### src/rtl/ccd_capture_window.sv
// Camera capture front end. It registers the sensor bus and applies a programmable
// window with 1/2/4 decimation. Accepted pixels are packed into 16-bit words, and each
// word is queued with its SDRAM word address in a small FIFO that feeds the SDRAM writer.
module ccd_capture_window #(
  parameter int DATA_W       = 12,
  parameter int PIX_W        = 8,
  parameter int PIX_PER_WORD = 2,
  parameter int ADDR_W       = 23,
  parameter int FIFO_DEPTH   = 8
) (
  input  logic              iCLK,
  input  logic              iRST,
  input  logic              iF_valid,
  input  logic              iL_valid,
  input  logic [DATA_W-1:0] iCam_data,
  input  logic              iRun,
  input  logic              iStop,
  input  logic [15:0]       iWin_x0,
  input  logic [15:0]       iWin_y0,
  input  logic [15:0]       iWin_w,
  input  logic [15:0]       iWin_h,
  input  logic [1:0]        iDecim,
  input  logic [ADDR_W-1:0] iBase_addr,
  input  logic              iSDRAM_busy_in,
  output logic              oXCLKIN,
  output logic [15:0]       oSDRAM_data,
  output logic [ADDR_W-1:0] oSDRAM_addr,
  output logic              oSDRAM_valid,
  output logic              oFrame_done,
  output logic              oOverflow
);

  localparam int PTR_W  = $clog2(FIFO_DEPTH);
  localparam int CNT_W  = PTR_W + 1;
  localparam int SLOT_W = (PIX_PER_WORD > 1) ? $clog2(PIX_PER_WORD) : 1;
  localparam int ENT_W  = ADDR_W + 16;

  typedef enum logic [1:0] {WAIT_GAP, WAIT_FRAME, CAPTURE, STOPPED} state_t;

  // Registered camera and control inputs
  logic             f_valid_q, l_valid_q, l_valid_prev_q, run_q, stop_req_q;
  logic [PIX_W-1:0] pix_q;

  // Frame state, window latched at frame start, packer and FIFO
  state_t            state_q;
  logic [15:0]       x_q, y_q, win_x0_q, win_y0_q, win_w_q, win_h_q;
  logic [1:0]        dmask_q;
  logic [ADDR_W-1:0] addr_q;
  logic [15:0]       word_q;
  logic [SLOT_W-1:0] slot_q;
  logic              stop_flag_q;
  logic [ENT_W-1:0]  mem_q [FIFO_DEPTH];
  logic [PTR_W-1:0]  wr_ptr_q, rd_ptr_q;
  logic [CNT_W-1:0]  count_q;

  // Combinational decisions
  logic [16:0] x_end, y_end;
  logic [15:0] dx, dy, merged, push_word;
  logic        in_win, capturing, frame_end, line_fall, accept, last_slot;
  logic        flush, push, fifo_full, pop, wr_en, drop, stop_flag_d;
  logic        unused_bits;

  assign unused_bits = ^{iCam_data[DATA_W-PIX_W-1:0], dx[15:2], dy[15:2]};

  // Sample the sensor bus and control strobes once; everything downstream uses these copies
  always_ff @(posedge iCLK or negedge iRST) begin
    if (!iRST) begin
      // F_valid copy resets high so a frame already in flight at reset release is
      // never mistaken for the gap that must precede a capture.
      f_valid_q      <= 1'b1;
      l_valid_q      <= 1'b0;
      l_valid_prev_q <= 1'b0;
      pix_q          <= '0;
      run_q          <= 1'b0;
      stop_req_q     <= 1'b0;
    end else begin
      // NOTE: sequential state uses non-blocking assignment so every register in the
      // design updates from the same pre-edge values, regardless of block ordering.
      f_valid_q      <= iF_valid;
      l_valid_q      <= iL_valid;
      l_valid_prev_q <= l_valid_q;
      pix_q          <= iCam_data[DATA_W-1 -: PIX_W];
      run_q          <= iRun;
      stop_req_q     <= iStop;
    end
  end

  // Window test, pixel packing, push/flush and FIFO handshake decisions
  always_comb begin
    // NOTE: every combinational output gets a default before any branch; a path that
    // leaves one unassigned would otherwise infer a latch.
    x_end       = {1'b0, win_x0_q} + {1'b0, win_w_q};
    y_end       = {1'b0, win_y0_q} + {1'b0, win_h_q};
    dx          = x_q - win_x0_q;
    dy          = y_q - win_y0_q;
    in_win      = (x_q >= win_x0_q) && ({1'b0, x_q} < x_end) &&
                  (y_q >= win_y0_q) && ({1'b0, y_q} < y_end) &&
                  ((dx[1:0] & dmask_q) == 2'b00) && ((dy[1:0] & dmask_q) == 2'b00);
    capturing   = (state_q == CAPTURE) && f_valid_q;
    frame_end   = (state_q == CAPTURE) && !f_valid_q;
    line_fall   = l_valid_prev_q && !l_valid_q;
    accept      = capturing && l_valid_q && in_win;
    last_slot   = (slot_q == SLOT_W'(PIX_PER_WORD - 1));
    merged      = word_q;
    merged[int'(slot_q)*PIX_W +: PIX_W] = pix_q;
    flush       = (frame_end || (capturing && line_fall)) && (slot_q != '0);
    push        = (accept && last_slot) || flush;
    push_word   = accept ? merged : word_q;
    fifo_full   = (count_q == CNT_W'(FIFO_DEPTH));
    pop         = (count_q != '0) && !iSDRAM_busy_in;
    wr_en       = push && (!fifo_full || pop);
    drop        = push && fifo_full && !pop;
    stop_flag_d = run_q ? 1'b0 : (stop_req_q | stop_flag_q);
  end

  // Frame sequencing, x/y counters, packer, address counter and status outputs
  always_ff @(posedge iCLK or negedge iRST) begin
    if (!iRST) begin
      state_q     <= WAIT_GAP;
      x_q         <= '0;
      y_q         <= '0;
      win_x0_q    <= '0;
      win_y0_q    <= '0;
      win_w_q     <= '0;
      win_h_q     <= '0;
      dmask_q     <= '0;
      addr_q      <= '0;
      word_q      <= '0;
      slot_q      <= '0;
      stop_flag_q <= 1'b0;
      oFrame_done <= 1'b0;
      oOverflow   <= 1'b0;
    end else begin
      oFrame_done <= 1'b0;
      stop_flag_q <= stop_flag_d;
      if (drop) oOverflow <= 1'b1;
      // Dropped words still consume their address so later words land where expected
      if (push) addr_q <= addr_q + 1'b1;
      unique case (state_q)
        WAIT_GAP: if (!f_valid_q) state_q <= WAIT_FRAME;
        WAIT_FRAME: if (f_valid_q) begin
          win_x0_q  <= iWin_x0;
          win_y0_q  <= iWin_y0;
          win_w_q   <= iWin_w;
          win_h_q   <= iWin_h;
          dmask_q   <= (iDecim == 2'd0) ? 2'b00 : (iDecim == 2'd1) ? 2'b01 : 2'b11;
          addr_q    <= iBase_addr;
          oOverflow <= 1'b0;
          x_q       <= '0;
          y_q       <= '0;
          word_q    <= '0;
          slot_q    <= '0;
          state_q   <= CAPTURE;
        end
        CAPTURE: begin
          if (!f_valid_q) begin
            oFrame_done <= 1'b1;
            word_q      <= '0;
            slot_q      <= '0;
            state_q     <= stop_flag_d ? STOPPED : WAIT_FRAME;
          end else begin
            if (!l_valid_q)        x_q <= '0;
            else if (x_q != '1)    x_q <= x_q + 16'd1;
            if (line_fall && y_q != '1) y_q <= y_q + 16'd1;
            if (accept && last_slot) begin
              word_q <= '0;
              slot_q <= '0;
            end else if (accept) begin
              word_q <= merged;
              slot_q <= slot_q + 1'b1;
            end else if (flush) begin
              word_q <= '0;
              slot_q <= '0;
            end
          end
        end
        STOPPED: if (run_q) state_q <= WAIT_GAP;
        default: state_q <= WAIT_GAP;
      endcase
    end
  end

  // FIFO pointers and occupancy; simultaneous push and pop is legal even when full
  always_ff @(posedge iCLK or negedge iRST) begin
    if (!iRST) begin
      wr_ptr_q <= '0;
      rd_ptr_q <= '0;
      count_q  <= '0;
    end else begin
      if (wr_en) wr_ptr_q <= wr_ptr_q + 1'b1;
      if (pop)   rd_ptr_q <= rd_ptr_q + 1'b1;
      unique case ({wr_en, pop})
        2'b10:   count_q <= count_q + 1'b1;
        2'b01:   count_q <= count_q - 1'b1;
        default: count_q <= count_q;
      endcase
    end
  end

  // FIFO storage: {address, data} per entry
  always_ff @(posedge iCLK) begin
    // NOTE: storage has no reset; an entry is only observable once written, and the
    // outputs are gated by occupancy so stale contents never reach the pins.
    if (wr_en) mem_q[wr_ptr_q] <= {addr_q, push_word};
  end

  assign oXCLKIN      = iCLK;
  assign oSDRAM_valid = (count_q != '0);
  assign oSDRAM_data  = oSDRAM_valid ? mem_q[rd_ptr_q][15:0] : '0;
  assign oSDRAM_addr  = oSDRAM_valid ? mem_q[rd_ptr_q][ENT_W-1:16] : '0;

endmodule

### config.mk
export PLATFORM = sky130hd
export DESIGN_NAME = ccd_capture_window
export DESIGN_NICKNAME = d
export VERILOG_FILES = /design/src/rtl/ccd_capture_window.sv
export SDC_FILE = /design/constraint.sdc
export NUM_CORES = 1
export LEC_CHECK = 0
export BUFFER_PORTS_ARGS = -buffer_cell sky130_fd_sc_hd__buf_2
export CORE_AREA = 2 2 198 200
export DETAILED_ROUTE_END_ITERATION = 10
export DIE_AREA = 0 0 200 202
export GPL_ROUTABILITY_DRIVEN = 0
export GPL_TIMING_DRIVEN = 0
export PLACE_DENSITY = 0.76
export SETUP_SLACK_MARGIN = 0.4
export SYNTH_ARGS = -nofsm -noshare
export SYNTH_HDL_FRONTEND = slang
export SYNTH_SLANG_ARGS = --single-unit
### constraint.sdc
create_clock -name iCLK -period 9.51 [get_ports iCLK]
set_input_delay 0.951 -clock iCLK [delete_from_list [all_inputs] [get_ports iCLK]]
set_output_delay 0.951 -clock iCLK [all_outputs]
set_load 0.01 [all_outputs]
-- Word level (Yosys, flattened, before mapping)
Memories as Yosys holds them, arrays and structs flattened.
Index checks and enable logic that the tools add are counted.
- bits in registers: 166
- RAM bits: 312
- bits of input ports: 108
- output and inout bits: 43
- word-level logic and storage cells: 144
- memories kept: 1
- memory list (memory ; words ; bits a word ; read ports ; clocked after Yosys merged registers in ; wr ports ; line ; RTL):
    mem_q ; 8 ; 39 ; 1 ; 0 ; 1 ; 52 ; logic [ENT_W-1:0] mem_q [FIFO_DEPTH];
- add/sub/neg operators: 13
- $lt $le $gt $ge: 4
- equal/unequal tests: 17
- shift-type cells: 2
- mux-type cells: 43
- bitwise logic cells: 3
- reductions and logical operators: 38
- operators by type and width (operator ; count):
    2-to-1 mux 16 bit ; 12
    one-hot mux 16 bit (2 select lines) ; 3
    2-to-1 mux 23 bit ; 4
    adder 16 x 16 -> 17 bit ; 2
    < comparator 16 x 17 -> 1 bit ; 2
    negator 4 -> 33 bit ; 1
    variable shift 8 x 33 -> 16 bit, first input constant ; 1
    variable part select 8 x 33 -> 16 bit ; 1
    adder 16 x 1 -> 16 bit, second input constant ; 2
    greater-or-equal comparator 16 bit ; 2
    != test 16 bit, second input constant ; 2
    adder 23 x 1 -> 23 bit, second input constant ; 1
    logical AND 1 bit ; 18
    bitwise mux 16 bit ; 1
    2-to-1 mux 2 bit ; 7
    2-to-1 mux 1 bit ; 13
    AND reduction 4 bit ; 3
    != test 2 bit, second input constant ; 5
    logical NOT 2 bit ; 4
    one-hot mux 2 bit (4 select lines) ; 1
    one-hot mux 4 bit (2 select lines) ; 1
    adder 3 x 1 -> 3 bit, second input constant ; 2
    == test 2 x 1 -> 1 bit, second input constant ; 3
    == test 2 bit, second input constant ; 3
    17 further kinds ; 26

-- Longest topological paths before layout
- depth after elaboration: 15
- depth in mapped cells: 25
- gate-level depth less buffers: 25

==> results.toml <==
[die]
core_area_um2 = 38300
die_h_um = 202
initial_core_util_pct = 57.4
rows = 72
die-area_um2 = 40400
io_pins = 151
chipWidth_um = 200

[drt]
drtPass1Iterations = 5
drtAntennaViolNets = 0
avgViaCountPerCell = 5.81
drt_wl_total_um = 49400
post_drt_wl_per_cell_um = 20.7
remaining_drc_errors = 0
drt_iter0_markers = 1171
vias = 13897

[synthesis]
yosysMostFrequentCell = "edfxtp_1"
yosysSeqAreaShare_pct = 61.5
yosys.area.top_type_share_pct = 42.6
yosysWarnings = 0
synthCells = 1629
ys_ff_latch = 478
ys_top_cells_by_area = "edfxtp_1, dfrtp_1, mux4_2, ha_1, nand2_1"
synth_commonest_cells = "edfxtp_1, nand2_1, dfrtp_1"
post-synth-top-area-cell = "edfxtp_1"
ys_async_sr_fraction_pct = 34.7
synth.distinct_cells = 68
syn_area_per_cell_um2 = 13.5
synth-main-ff-cell = "edfxtp_1"
syn_nets = 1846
syn_area_um2 = 22000
synth-edff-count = 312

[cts]
cts_tree = "done"
clkTransAtPathRegs_ns = 0.06
clk_latency_ns = 0.70
cts_setup_buffers = 0
hold_buffers = 0
ctsResizeCount = 0

[sta]
rsz0062_at_grt = "false"
setup_tns_ns = 0
hold_viol_final = 0
max_freq_mhz = 158
drv_slew = 0
worst_slew_pin_slew_ns = 1.08
finalClockSkew_ns = 0.0119
min_period_ns = 6.32
fin_ws_ns = 3.19
post-route-period-util_pct = 66.4
hold-worst-slack_ns = 0.150
maxSlewHeadroom_pct = 27.9
setup_viol = 0

[critical_path]
regToRegStartpoint = "win_y0_q[0]"
crit_path_cell_trace = "ha_1 > a211o_1 > a211oi_1 > o311ai_1 > o41a_1 > a41o_1 > o21a_1 > o21ai_0 > nand2b_1 > xnor2_1 > ha_1 > a2111oi_0 > o211ai_1 > o211ai_1 > o211ai_4 > a21oi_1 > buf_2 > nor4bb_4 > buf_6 > buf_8 > buf_8"
r2r-end = "mem_q[2][5]"
end_kind = "register"
worst-setup-path-type = "reg2reg"
worst-path-max-fanout = 11
cp_data_arrival_time_ns = 6.72
reg2reg_slack_ns = 3.19
worstPathRequired_ns = 9.91
cp-start-kind = "register"
worst-r2r-cell-count = 21
critPathLaunch = "win_y0_q[0]"
crit_family = "compound AO/OA/AOI/OAI gates"
critPathBufInv = 4
crit_path_top_delay_cell = "a2111oi_0"
cp_num_cells = 21
cpPeakStageDelay_ns = 0.54
crit_path_end = "mem_q[2][5]"

[place]
io_buffers = 146
hpwl_um = 33600
pre_cts_ws_ns = 2.91

[cells_and_area]
seq_area_um2 = 13500
multiInputGateArea_um2 = 8000
syn_to_final_growth_pct = 14.7
drive_above_1_share_pct = 18.5
nFillCells = 2803
nets = 2054

[grt]
grt_pass1_wl_um = 77900
antenna_found_initial = 1
track_usage_pct = 25.5
grt_pass1_vias = 14137
grt_max_degree = 123
grt_overflow = 0

[hold_path]
hold_path.class = "in2async"

[job]
timing.max_cap.violations = 0

[power_and_ir_drop]
seq_power_share_pct = 37.3
pwr-share-clk_pct = 25.9
combPwrFrac_pct = 36.8
p_leak_uw = 0.0101
p_sw_share_pct = 34.9
ir_drop_mv = 0.193
p_per_area_nw_per_um2 = 298
p_sw_uw = 2630
internal-power_uw = 4900

[status]
status = "completed"
[power groups by stage]
stage / clock network [µW] / logic (µW) / registers [µW]
floorplan: 8.66 / 2030 / 2750
CTS: 1980 / 2800 / 2800
global route: 2060 / 3120 / 2850
global placement: 12.0 / 2690 / 2810
finish: 1950 / 2770 / 2810
detailed placement: 12.0 / 2770 / 2840
[per-layer routing]
metal | routed length (µm) | global-route usage [%] | share of wire [%]
met1 | 20200 | 33.9 | 41
met2 | 25300 | 43.6 | 51
met3 | 2760 | 3.47 | 5.6
met4 | 1150 | 8.17 | 2.3
met5 | 0 | 0 | 0
[cell usage in the layout, fill, tap and decap left out, drive strengths merged, types with 6 or more instances in the layout]
cell	count
o21a	10
xnor2	47
o21ai	104
nand2b	6
mux4	78
a211oi	19
inv	63
nand4	16
mux2i	43
o211ai	8
edfxtp	312
nor2b	6
dfrtp	165
bufinv	7
clkinv	14
ha	105
nand3	27
mux2	12
a2111oi	9
and2	11
xor2	33
a21oi	46
and3	10
clkbuf	114
nor2	109
nand2	243
nor3	14
a21o	15
buf	173
[sequential cells by signal, indices dropped and copies added, names as in the netlist, 16 cells and up]
name,count
y_q,16
x_q,16
addr_q,23
win_h_q,16
win_w_q,16
mem_q,312
win_y0_q,16
word_q,16
win_x0_q,16
[worst min-delay path by stage]
stage and endpoint:
2_1_floorplan stop_flag_q, 3_3_place_gp dmask_q[0], 3_5_place_dp dmask_q[1], 4_1_cts win_w_q[6], 5_1_grt win_x0_q[5], 6_report win_w_q[6]
[stage by stage]
step                cell area (µm²)  utilization, %  cells  total power, µW
global route                  25200            65.9   2392             8040
finish                        25200            65.9   2393             7520
floorplan                     22000               -   1629             4790
global placement              23400            61.0   2293             5520
CTS                           25200            65.9   2392             7580
detailed placement            23600            61.7   2304             5630
[kinds of logic (layout without fill, tap and decap cells)]
group / count (synthesis) / in the layout / synth area share [%]
flip-flops: 478 / 478 / 61.5
AND/OR/NAND/NOR: 461 / 461 / 9.06
AO/OA/AOI/OAI: 241 / 241 / 7.09
multiplexers: 133 / 133 / 10.6
buffers and inverters: 127 / 372 / 2.26
adder cells (fa/ha/maj): 109 / 109 / 6.34
XOR/XNOR: 80 / 80 / 3.19
other: 0 / 1 / 0
[worst reg2reg max path, cell delays in order (launching register included)]
cell,delay [ns]
dfrtp_1,0.44
ha_1,0.25
a211o_1,0.32
a211oi_1,0.35
o311ai_1,0.25
o41a_1,0.39
a41o_1,0.27
o21a_1,0.17
o21ai_0,0.13
nand2b_1,0.09
xnor2_1,0.13
ha_1,0.19
a2111oi_0,0.54
o211ai_1,0.22
o211ai_1,0.38
o211ai_4,0.22
a21oi_1,0.33
buf_2,0.27
nor4bb_4,0.49
buf_6,0.23
buf_8,0.17
buf_8,0.18
[area by class of cell]
cell class / instances / area share (%)
flip-flops and latches: 478 / 53.6
clock buffers: 65 / 5.22
clock inverters: 24 / 1.21
repair buffers: 156 / 3.71
diodes: 1 / 0.00992
plain buffers: 66 / 1.07
well taps: 518 / 2.57
multi-input cells: 1024 / 31.7
inverters: 61 / 0.907
Note: power is estimated with default switching activity, not from simulation.
